===== config.mk =====
export PLATFORM = sky130hd
export DESIGN_NAME = dbf_beam_combine_flat
export DESIGN_NICKNAME = d
export VERILOG_FILES = /design/src/rtl/dbf_beam_combine_if.sv /design/src/rtl/dbf_beam_combine.sv /design/src/flat_wrapper.sv
export SDC_FILE = /design/constraint.sdc
export NUM_CORES = 2
export LEC_CHECK = 0
export CAP_MARGIN = 30
export CORE_MARGIN = 3
export CORE_UTILIZATION = 28
export CTS_CLUSTER_SIZE = 14
export DETAILED_ROUTE_END_ITERATION = 10
export PLACE_DENSITY = 0.43
export REMOVE_ABC_BUFFERS = 1
export SLEW_MARGIN = 5
export SYNTH_ARGS = -nofsm -noshare
export SYNTH_HDL_FRONTEND = slang
export SYNTH_SLANG_ARGS = --single-unit

===== constraint.sdc =====
create_clock -name clk -period 12.4 [get_ports clk]
set_clock_uncertainty 0.05 [all_clocks]
set_input_delay 2.48 -clock clk [delete_from_list [all_inputs] [get_ports clk]]
set_output_delay 2.48 -clock clk [all_outputs]
set_load 0.02 [all_outputs]

===== src/rtl/dbf_beam_combine_if.sv =====
// Purpose : sample/weight input beats and beam output bundle for the DBF beam combiner.
// Ports   : in_valid/in_sof qualify one channel beat of x_re/x_im (sample) and w_re/w_im (Q1.15 weight);
//           out_valid pulses with out_re/out_im/sat per frame, frame_err pulses on a framing violation.
// Modports: master = beat producer / beam consumer, slave = combiner.
interface dbf_beam_combine_if;
    logic               in_valid;
    logic               in_sof;
    logic signed [15:0] x_re;
    logic signed [15:0] x_im;
    logic signed [15:0] w_re;
    logic signed [15:0] w_im;
    logic               out_valid;
    logic signed [15:0] out_re;
    logic signed [15:0] out_im;
    logic               sat;
    logic               frame_err;

    modport master (
        output in_valid, in_sof, x_re, x_im, w_re, w_im,
        input  out_valid, out_re, out_im, sat, frame_err
    );

    modport slave (
        input  in_valid, in_sof, x_re, x_im, w_re, w_im,
        output out_valid, out_re, out_im, sat, frame_err
    );
endinterface


===== src/rtl/dbf_beam_combine.sv =====
// Purpose : per-channel complex multiply of sample x weight, coherent sum over NUM_CH channels,
//           then round-half-up, >>> OUT_SHIFT and saturate to 16 bits -> one beam sample per frame.
// Latency : last-channel beat sampled at edge n -> out_valid during the cycle after edge n+4.
// Backpressure: none; one beat per clock accepted, consumer must take every out_valid.
// Ports   : clk, rst (async, active-high); bus (slave modport of dbf_beam_combine_if).
module dbf_beam_combine #(
    parameter int NUM_CH    = 8,
    parameter int OUT_SHIFT = 15
) (
    input  logic                 clk,
    input  logic                 rst,
    dbf_beam_combine_if.slave    bus
);
    localparam int CW = $clog2(NUM_CH);
    localparam int AW = 33 + $clog2(NUM_CH);
    // One spare bit so adding the rounding constant can never overflow.
    localparam int RW = AW + 1;
    localparam logic signed [RW-1:0] RND  = {{(RW-1){1'b0}}, 1'b1} << (OUT_SHIFT - 1);
    localparam logic signed [RW-1:0] MAXV = 32767;
    localparam logic signed [RW-1:0] MINV = -32768;

    typedef enum logic {IDLE = 1'b0, ACCUM = 1'b1} state_t;

    state_t         r_state, w_state_nxt;
    logic [CW-1:0]  r_ch_cnt, w_ch_cnt_nxt;
    logic           w_take, w_first, w_last, w_err;
    logic           w_at_last;

    assign w_at_last = (r_ch_cnt == CW'(NUM_CH - 1));

    // State register
    always_ff @(posedge clk or posedge rst) begin
        if (rst) begin
            r_state  <= IDLE;
            r_ch_cnt <= '0;
        end else begin
            r_state  <= w_state_nxt;
            r_ch_cnt <= w_ch_cnt_nxt;
        end
    end

    // Next-state logic; bubbles (in_valid=0) hold everything.
    always_comb begin
        w_state_nxt  = r_state;
        w_ch_cnt_nxt = r_ch_cnt;
        if (bus.in_valid) begin
            case (r_state)
                IDLE: begin
                    if (bus.in_sof) begin
                        w_state_nxt  = ACCUM;
                        w_ch_cnt_nxt = CW'(1);
                    end
                end
                default: begin
                    // The last channel wins over a coincident sof: frame closes normally.
                    if (w_at_last) begin
                        w_state_nxt  = IDLE;
                        w_ch_cnt_nxt = '0;
                    end else if (bus.in_sof) begin
                        w_ch_cnt_nxt = CW'(1);
                    end else begin
                        w_ch_cnt_nxt = r_ch_cnt + 1'b1;
                    end
                end
            endcase
        end
    end

    // Beat classification. A mid-frame sof restarts as channel 0; the partial sum
    // is discarded because the restart beat reloads the accumulator.
    always_comb begin
        w_take  = 1'b0;
        w_first = 1'b0;
        w_last  = 1'b0;
        w_err   = 1'b0;
        if (bus.in_valid) begin
            case (r_state)
                IDLE: begin
                    if (bus.in_sof) begin
                        w_take  = 1'b1;
                        w_first = 1'b1;
                    end else begin
                        w_err   = 1'b1;
                    end
                end
                default: begin
                    w_take = 1'b1;
                    if (w_at_last) begin
                        w_last = 1'b1;
                    end else if (bus.in_sof) begin
                        w_first = 1'b1;
                        w_err   = 1'b1;
                    end
                end
            endcase
        end
    end

    // S1: input register
    logic               r_s1_vld, r_s1_first, r_s1_last, r_frame_err;
    logic signed [15:0] r_s1_xr, r_s1_xi, r_s1_wr, r_s1_wi;
    // S2: partial products
    logic               r_s2_vld, r_s2_first, r_s2_last;
    logic signed [31:0] r_s2_rr, r_s2_ii, r_s2_ri, r_s2_ir;
    // S3: complex product
    logic               r_s3_vld, r_s3_first, r_s3_last;
    logic signed [32:0] r_s3_pre, r_s3_pim;
    // S4: accumulator
    logic               r_s4_done;
    logic signed [AW-1:0] r_acc_re, r_acc_im;
    // S5: output register
    logic               r_out_vld, r_sat;
    logic signed [15:0] r_out_re, r_out_im;

    always_ff @(posedge clk or posedge rst) begin
        if (rst) begin
            r_s1_vld <= 1'b0; r_s1_first <= 1'b0; r_s1_last <= 1'b0; r_frame_err <= 1'b0;
            r_s1_xr  <= '0;   r_s1_xi    <= '0;   r_s1_wr   <= '0;   r_s1_wi     <= '0;
            r_s2_vld <= 1'b0; r_s2_first <= 1'b0; r_s2_last <= 1'b0;
            r_s2_rr  <= '0;   r_s2_ii    <= '0;   r_s2_ri   <= '0;   r_s2_ir     <= '0;
            r_s3_vld <= 1'b0; r_s3_first <= 1'b0; r_s3_last <= 1'b0;
            r_s3_pre <= '0;   r_s3_pim   <= '0;
            r_s4_done <= 1'b0;
            r_acc_re <= '0;   r_acc_im   <= '0;
        end else begin
            r_frame_err <= w_err;
            r_s1_vld    <= w_take;
            r_s1_first  <= w_first;
            r_s1_last   <= w_last;
            if (w_take) begin
                r_s1_xr <= bus.x_re;
                r_s1_xi <= bus.x_im;
                r_s1_wr <= bus.w_re;
                r_s1_wi <= bus.w_im;
            end

            r_s2_vld   <= r_s1_vld;
            r_s2_first <= r_s1_first;
            r_s2_last  <= r_s1_last;
            if (r_s1_vld) begin
                r_s2_rr <= r_s1_xr * r_s1_wr;
                r_s2_ii <= r_s1_xi * r_s1_wi;
                r_s2_ri <= r_s1_xr * r_s1_wi;
                r_s2_ir <= r_s1_xi * r_s1_wr;
            end

            r_s3_vld   <= r_s2_vld;
            r_s3_first <= r_s2_first;
            r_s3_last  <= r_s2_last;
            if (r_s2_vld) begin
                r_s3_pre <= 33'(r_s2_rr) - 33'(r_s2_ii);
                r_s3_pim <= 33'(r_s2_ri) + 33'(r_s2_ir);
            end

            // S5 samples r_acc_* at the same edge a new frame's first beat reloads it,
            // so back-to-back frames do not interfere.
            r_s4_done <= r_s3_vld & r_s3_last;
            if (r_s3_vld) begin
                if (r_s3_first) begin
                    r_acc_re <= AW'(r_s3_pre);
                    r_acc_im <= AW'(r_s3_pim);
                end else begin
                    r_acc_re <= r_acc_re + AW'(r_s3_pre);
                    r_acc_im <= r_acc_im + AW'(r_s3_pim);
                end
            end
        end
    end

    // Round half up, arithmetic shift, clamp
    logic signed [RW-1:0] w_rnd_re, w_rnd_im, w_sh_re, w_sh_im;
    logic                 w_hi_re, w_lo_re, w_hi_im, w_lo_im;
    logic signed [15:0]   w_y_re, w_y_im;

    always_comb begin
        w_rnd_re = RW'(r_acc_re) + RND;
        w_rnd_im = RW'(r_acc_im) + RND;
        w_sh_re  = w_rnd_re >>> OUT_SHIFT;
        w_sh_im  = w_rnd_im >>> OUT_SHIFT;
        w_hi_re  = (w_sh_re > MAXV);
        w_lo_re  = (w_sh_re < MINV);
        w_hi_im  = (w_sh_im > MAXV);
        w_lo_im  = (w_sh_im < MINV);
        w_y_re   = w_hi_re ? 16'sh7FFF : (w_lo_re ? 16'sh8000 : w_sh_re[15:0]);
        w_y_im   = w_hi_im ? 16'sh7FFF : (w_lo_im ? 16'sh8000 : w_sh_im[15:0]);
    end

    always_ff @(posedge clk or posedge rst) begin
        if (rst) begin
            r_out_vld <= 1'b0;
            r_sat     <= 1'b0;
            r_out_re  <= '0;
            r_out_im  <= '0;
        end else begin
            r_out_vld <= r_s4_done;
            r_sat     <= r_s4_done & (w_hi_re | w_lo_re | w_hi_im | w_lo_im);
            if (r_s4_done) begin
                r_out_re <= w_y_re;
                r_out_im <= w_y_im;
            end
        end
    end

    assign bus.out_valid = r_out_vld;
    assign bus.out_re    = r_out_re;
    assign bus.out_im    = r_out_im;
    assign bus.sat       = r_sat;
    assign bus.frame_err = r_frame_err;
endmodule


===== src/flat_wrapper.sv =====
// flat-port wrapper written by rule: the top's interface ports become plain ports
module dbf_beam_combine_flat 
#(
    parameter int NUM_CH    = 8,
    parameter int OUT_SHIFT = 15
)
  (clk, rst, bus_in_valid, bus_in_sof, bus_x_re, bus_x_im, bus_w_re, bus_w_im, bus_out_valid, bus_out_re, bus_out_im, bus_sat, bus_frame_err);
  dbf_beam_combine_if bus_i ();
  input  logic clk;
  input  logic rst;
  input wire logic [$bits(bus_i.in_valid)-1:0] bus_in_valid;
  input wire logic [$bits(bus_i.in_sof)-1:0] bus_in_sof;
  input wire logic [$bits(bus_i.x_re)-1:0] bus_x_re;
  input wire logic [$bits(bus_i.x_im)-1:0] bus_x_im;
  input wire logic [$bits(bus_i.w_re)-1:0] bus_w_re;
  input wire logic [$bits(bus_i.w_im)-1:0] bus_w_im;
  output wire logic [$bits(bus_i.out_valid)-1:0] bus_out_valid;
  output wire logic [$bits(bus_i.out_re)-1:0] bus_out_re;
  output wire logic [$bits(bus_i.out_im)-1:0] bus_out_im;
  output wire logic [$bits(bus_i.sat)-1:0] bus_sat;
  output wire logic [$bits(bus_i.frame_err)-1:0] bus_frame_err;
  assign bus_i.in_valid = bus_in_valid;
  assign bus_i.in_sof = bus_in_sof;
  assign bus_i.x_re = bus_x_re;
  assign bus_i.x_im = bus_x_im;
  assign bus_i.w_re = bus_w_re;
  assign bus_i.w_im = bus_w_im;
  assign bus_out_valid = bus_i.out_valid;
  assign bus_out_re = bus_i.out_re;
  assign bus_out_im = bus_i.out_im;
  assign bus_sat = bus_i.sat;
  assign bus_frame_err = bus_i.frame_err;
  dbf_beam_combine #(.NUM_CH(NUM_CH), .OUT_SHIFT(OUT_SHIFT)) u_core (.clk(clk), .rst(rst), .bus(bus_i));
endmodule

==> results.txt <==
Worst Path Class, Setup - register to register
final setup violation count - 0
clock sink count - 379
total instance count after detailed placement - 9419
number of hold-slack violations in the final timing report - 0
unrepaired setup endpoints after global routing - no
Max Clk Rate - 130 MHz
clock-pin slew on the worst setup and hold paths - 0.06 ns
Final Instance Count excl. Fillers - 9529
Async S/R FF share, synth - 100%
port buffer count - 102
Final HPWL DP - 137 mm
measured slew at the worst slew-check pin - 0.965 ns
most frequent standard cell in the layout excluding fill and tap cells - sky130_fd_sc_hd__inv_1
post-layout min period - 7.68 ns
number of global-route vias before repair - 48741
total wire length after detailed routing - 180 mm
ratio of final minimum period to clock period - 62.0%
total die area - 223000 sq um
summed instance area of the synthesized netlist - 61000 sq um
final hold slack - 0.298 ns
residual antenna-violating net count after detailed routing - 0
net count of the finished layout - 8228
Setup crit start kind - register
cell count after synthesis - 6677
count of warnings emitted by yosys - 0
largest net degree at the start of global routing - 98
die boundary height - 473 um
Arr. time, crit path - 8.24 ns
horizontal extent of the die - 473 um
Rows - 170
setup repair bufs after CTS - 0
GRT Residual Overflow - 0
number of max-slew violations in the final report - 0
highest fanout seen on the critical path - 20
number of top-level pins - 103
CTS tree - yes
Core Footprint - 216000 sq um
post-layout util - 31.2%
most instantiated flip-flop cell in the synthesis netlist - sky130_fd_sc_hd__dfrtp_1
register bit total from synthesis - 379
Avg Synthesized Cell Area - 9.13 sq um
sequential element share of the synthesized area - 15.6%
number of antenna violations at the first check in global routing - 6
Crit. End Element - register
CTS HTree Levels - 2
Tightest Hold Check Type - register to register
fraction of final layout cells with drive strength greater than 1 - 5.19%
status - complete, no violations
global-route wire length before repair - 292 mm
Filler cells - 22737
post-CTS sizing - 0
TritonRoute pass-1 iters - 6
vias per cell - 4.68
number of DRC markers in iteration 0 - 2228
Req. time, crit path - 12.96 ns
post-synthesis cell type count - 77
R2R Setup Slk - 4.72 ns
Final Wtd Congestion - 0.814
TritonCTS Buffers - 58
top library cells by usage in the layout, fill and taps aside - sky130_fd_sc_hd__inv_1 (1253), sky130_fd_sc_hd__fa_1 (1052), sky130_fd_sc_hd__nand2_1 (855)
maximum capacitance violations - 0
root buffer cell - sky130_fd_sc_hd__clkbuf_16
number of synthesized flops with an enable pin - 0
routed length per instance - 18.9 um
DRC viols - 0
worst slew margin relative to its limit - 34.0%
Total GRT Usage - 16.8%
cts-stage hold buffer count - 0
maximum number of buffers from clock root to sink - 3
effective utilization at floorplan - 28.3%
total via count in the routed design - 44555
clock latency reported for the late side of the worst-skew pair - 0.73 ns
Area Growth Syn to Fin - 10.2%
==> cell type report <==
class | instances | area, sq um | area share, %
clock buffers | 78 | 1630 | 2.42
inverters | 1260 | 4740 | 7.05
flip-flops and latches | 379 | 9500 | 14.1
clock inverters | 28 | 355 | 0.529
diodes | 3 | 7.51 | 0.0112
repair buffers | 194 | 1750 | 2.61
multi-input cells | 4749 | 45700 | 68.0
well taps | 2838 | 3550 | 5.28
==> synthesized netlist by cell type (30+ instances only) <==
cell                       instances  area, sq um
sky130_fd_sc_hd__inv_1          1255         4710
sky130_fd_sc_hd__o21a_1           50          375
sky130_fd_sc_hd__xor2_1           71          622
sky130_fd_sc_hd__and2_1          497         3110
sky130_fd_sc_hd__nor3_1           47          235
sky130_fd_sc_hd__nand2_1         855         3210
sky130_fd_sc_hd__nand3_1          69          345
sky130_fd_sc_hd__o21ai_0         148          741
sky130_fd_sc_hd__dfrtp_1         379         9480
sky130_fd_sc_hd__o21bai_1         39          293
sky130_fd_sc_hd__a21oi_1         297         1490
sky130_fd_sc_hd__o211ai_1         32          240
sky130_fd_sc_hd__a21o_1          114          856
sky130_fd_sc_hd__nand2b_1         46          288
sky130_fd_sc_hd__mux2_2          117         1320
sky130_fd_sc_hd__fa_1           1052        21100
sky130_fd_sc_hd__a31oi_1          38          238
sky130_fd_sc_hd__clkbuf_1        274         1030
sky130_fd_sc_hd__and3_1           34          213
sky130_fd_sc_hd__ha_1            466         5830
sky130_fd_sc_hd__xnor2_1         187         1640
sky130_fd_sc_hd__nor2_1          255          957
sky130_fd_sc_hd__a211oi_1         30          225
==> sequential cells by signal, indices dropped and copies added, names as in the netlist, 32 cells and up <==
| signal | flops |
|---|---|
| u_core.r_s2_rr | 32 |
| u_core.r_acc_im | 36 |
| u_core.r_s2_ir | 32 |
| u_core.r_s2_ri | 32 |
| u_core.r_s3_pim | 33 |
| u_core.r_acc_re | 36 |
| u_core.r_s3_pre | 33 |
| u_core.r_s2_ii | 32 |
==> critical path, cell delays in order (launching register included) <==
cell and delay, ns:
sky130_fd_sc_hd__dfrtp_1 0.75, sky130_fd_sc_hd__clkinv_1 0.57, sky130_fd_sc_hd__buf_4 0.39, sky130_fd_sc_hd__nor2_1 0.20
sky130_fd_sc_hd__fa_1 0.46, sky130_fd_sc_hd__fa_1 0.52, sky130_fd_sc_hd__fa_1 0.43, sky130_fd_sc_hd__fa_1 0.47
sky130_fd_sc_hd__fa_1 0.49, sky130_fd_sc_hd__inv_1 0.05, sky130_fd_sc_hd__fa_1 0.48, sky130_fd_sc_hd__inv_1 0.04
sky130_fd_sc_hd__ha_1 0.38, sky130_fd_sc_hd__nor2b_1 0.17, sky130_fd_sc_hd__o21ai_0 0.16, sky130_fd_sc_hd__nand2b_1 0.10
sky130_fd_sc_hd__a21oi_1 0.15, sky130_fd_sc_hd__o21ai_0 0.19, sky130_fd_sc_hd__o41ai_1 0.76, sky130_fd_sc_hd__o2111ai_1 0.29
sky130_fd_sc_hd__mux2i_1 0.18, sky130_fd_sc_hd__a211o_1 0.28
==> stage by stage <==
step                      setup slack (ns)  area (sq um)  TNS [ns]
after floorplan                     -0.659         59900   -249.77
after global placement                4.86         65200         0
after detailed placement              4.77         65200         0
after CTS                             4.77         67200         0
after global routing                  4.39         67200         0
final                                 4.72         67200         0
==> final timing paths <==
path	startpoint	endpoint	depth (start not counted)
max	u_core.r_s1_wr[15]	u_core.r_s2_rr[30]	21
max in group asynchronous	rst	u_core.r_s1_wi[9]	5
min reg2reg	u_core.r_s2_first	u_core.r_s3_first	0
min	u_core.r_s2_first	u_core.r_s3_first	0
max reg2reg	u_core.r_s1_wr[15]	u_core.r_s2_rr[30]	21
min in group asynchronous	rst	u_core.bus.out_valid	2
==> metal layers <==
| metal | track usage, % | up-vias | share of wire [%] | routed length, um |
|---|---|---|---|---|
| met4 | 4.06 | 0 | 2.5 | 4480 |
| li1 | - | 20757 | - | - |
| met3 | 1.50 | 161 | 3.1 | 5650 |
| met2 | 28.3 | 667 | 47 | 85000 |
| met5 | 0 | - | 0 | 0 |
| met1 | 23.3 | 22970 | 47 | 84900 |
==> logic make-up (layout without fill, tap and decap cells) <==
family	Yosys count	after routing	synth area share, %
fa+ha+maj	1518	1518	44.1
buf+inv	1549	1560	9.54
other cells	0	3	0
flops	379	379	15.6
xor+xnor	258	258	3.71
mux	140	140	2.55
compound gates	918	918	9.64
simple gates	1915	1915	14.9
Power is left out: the tool's default activity adds up to more than one toggle a clock period on the data nets, which glitch-free logic cannot reach.
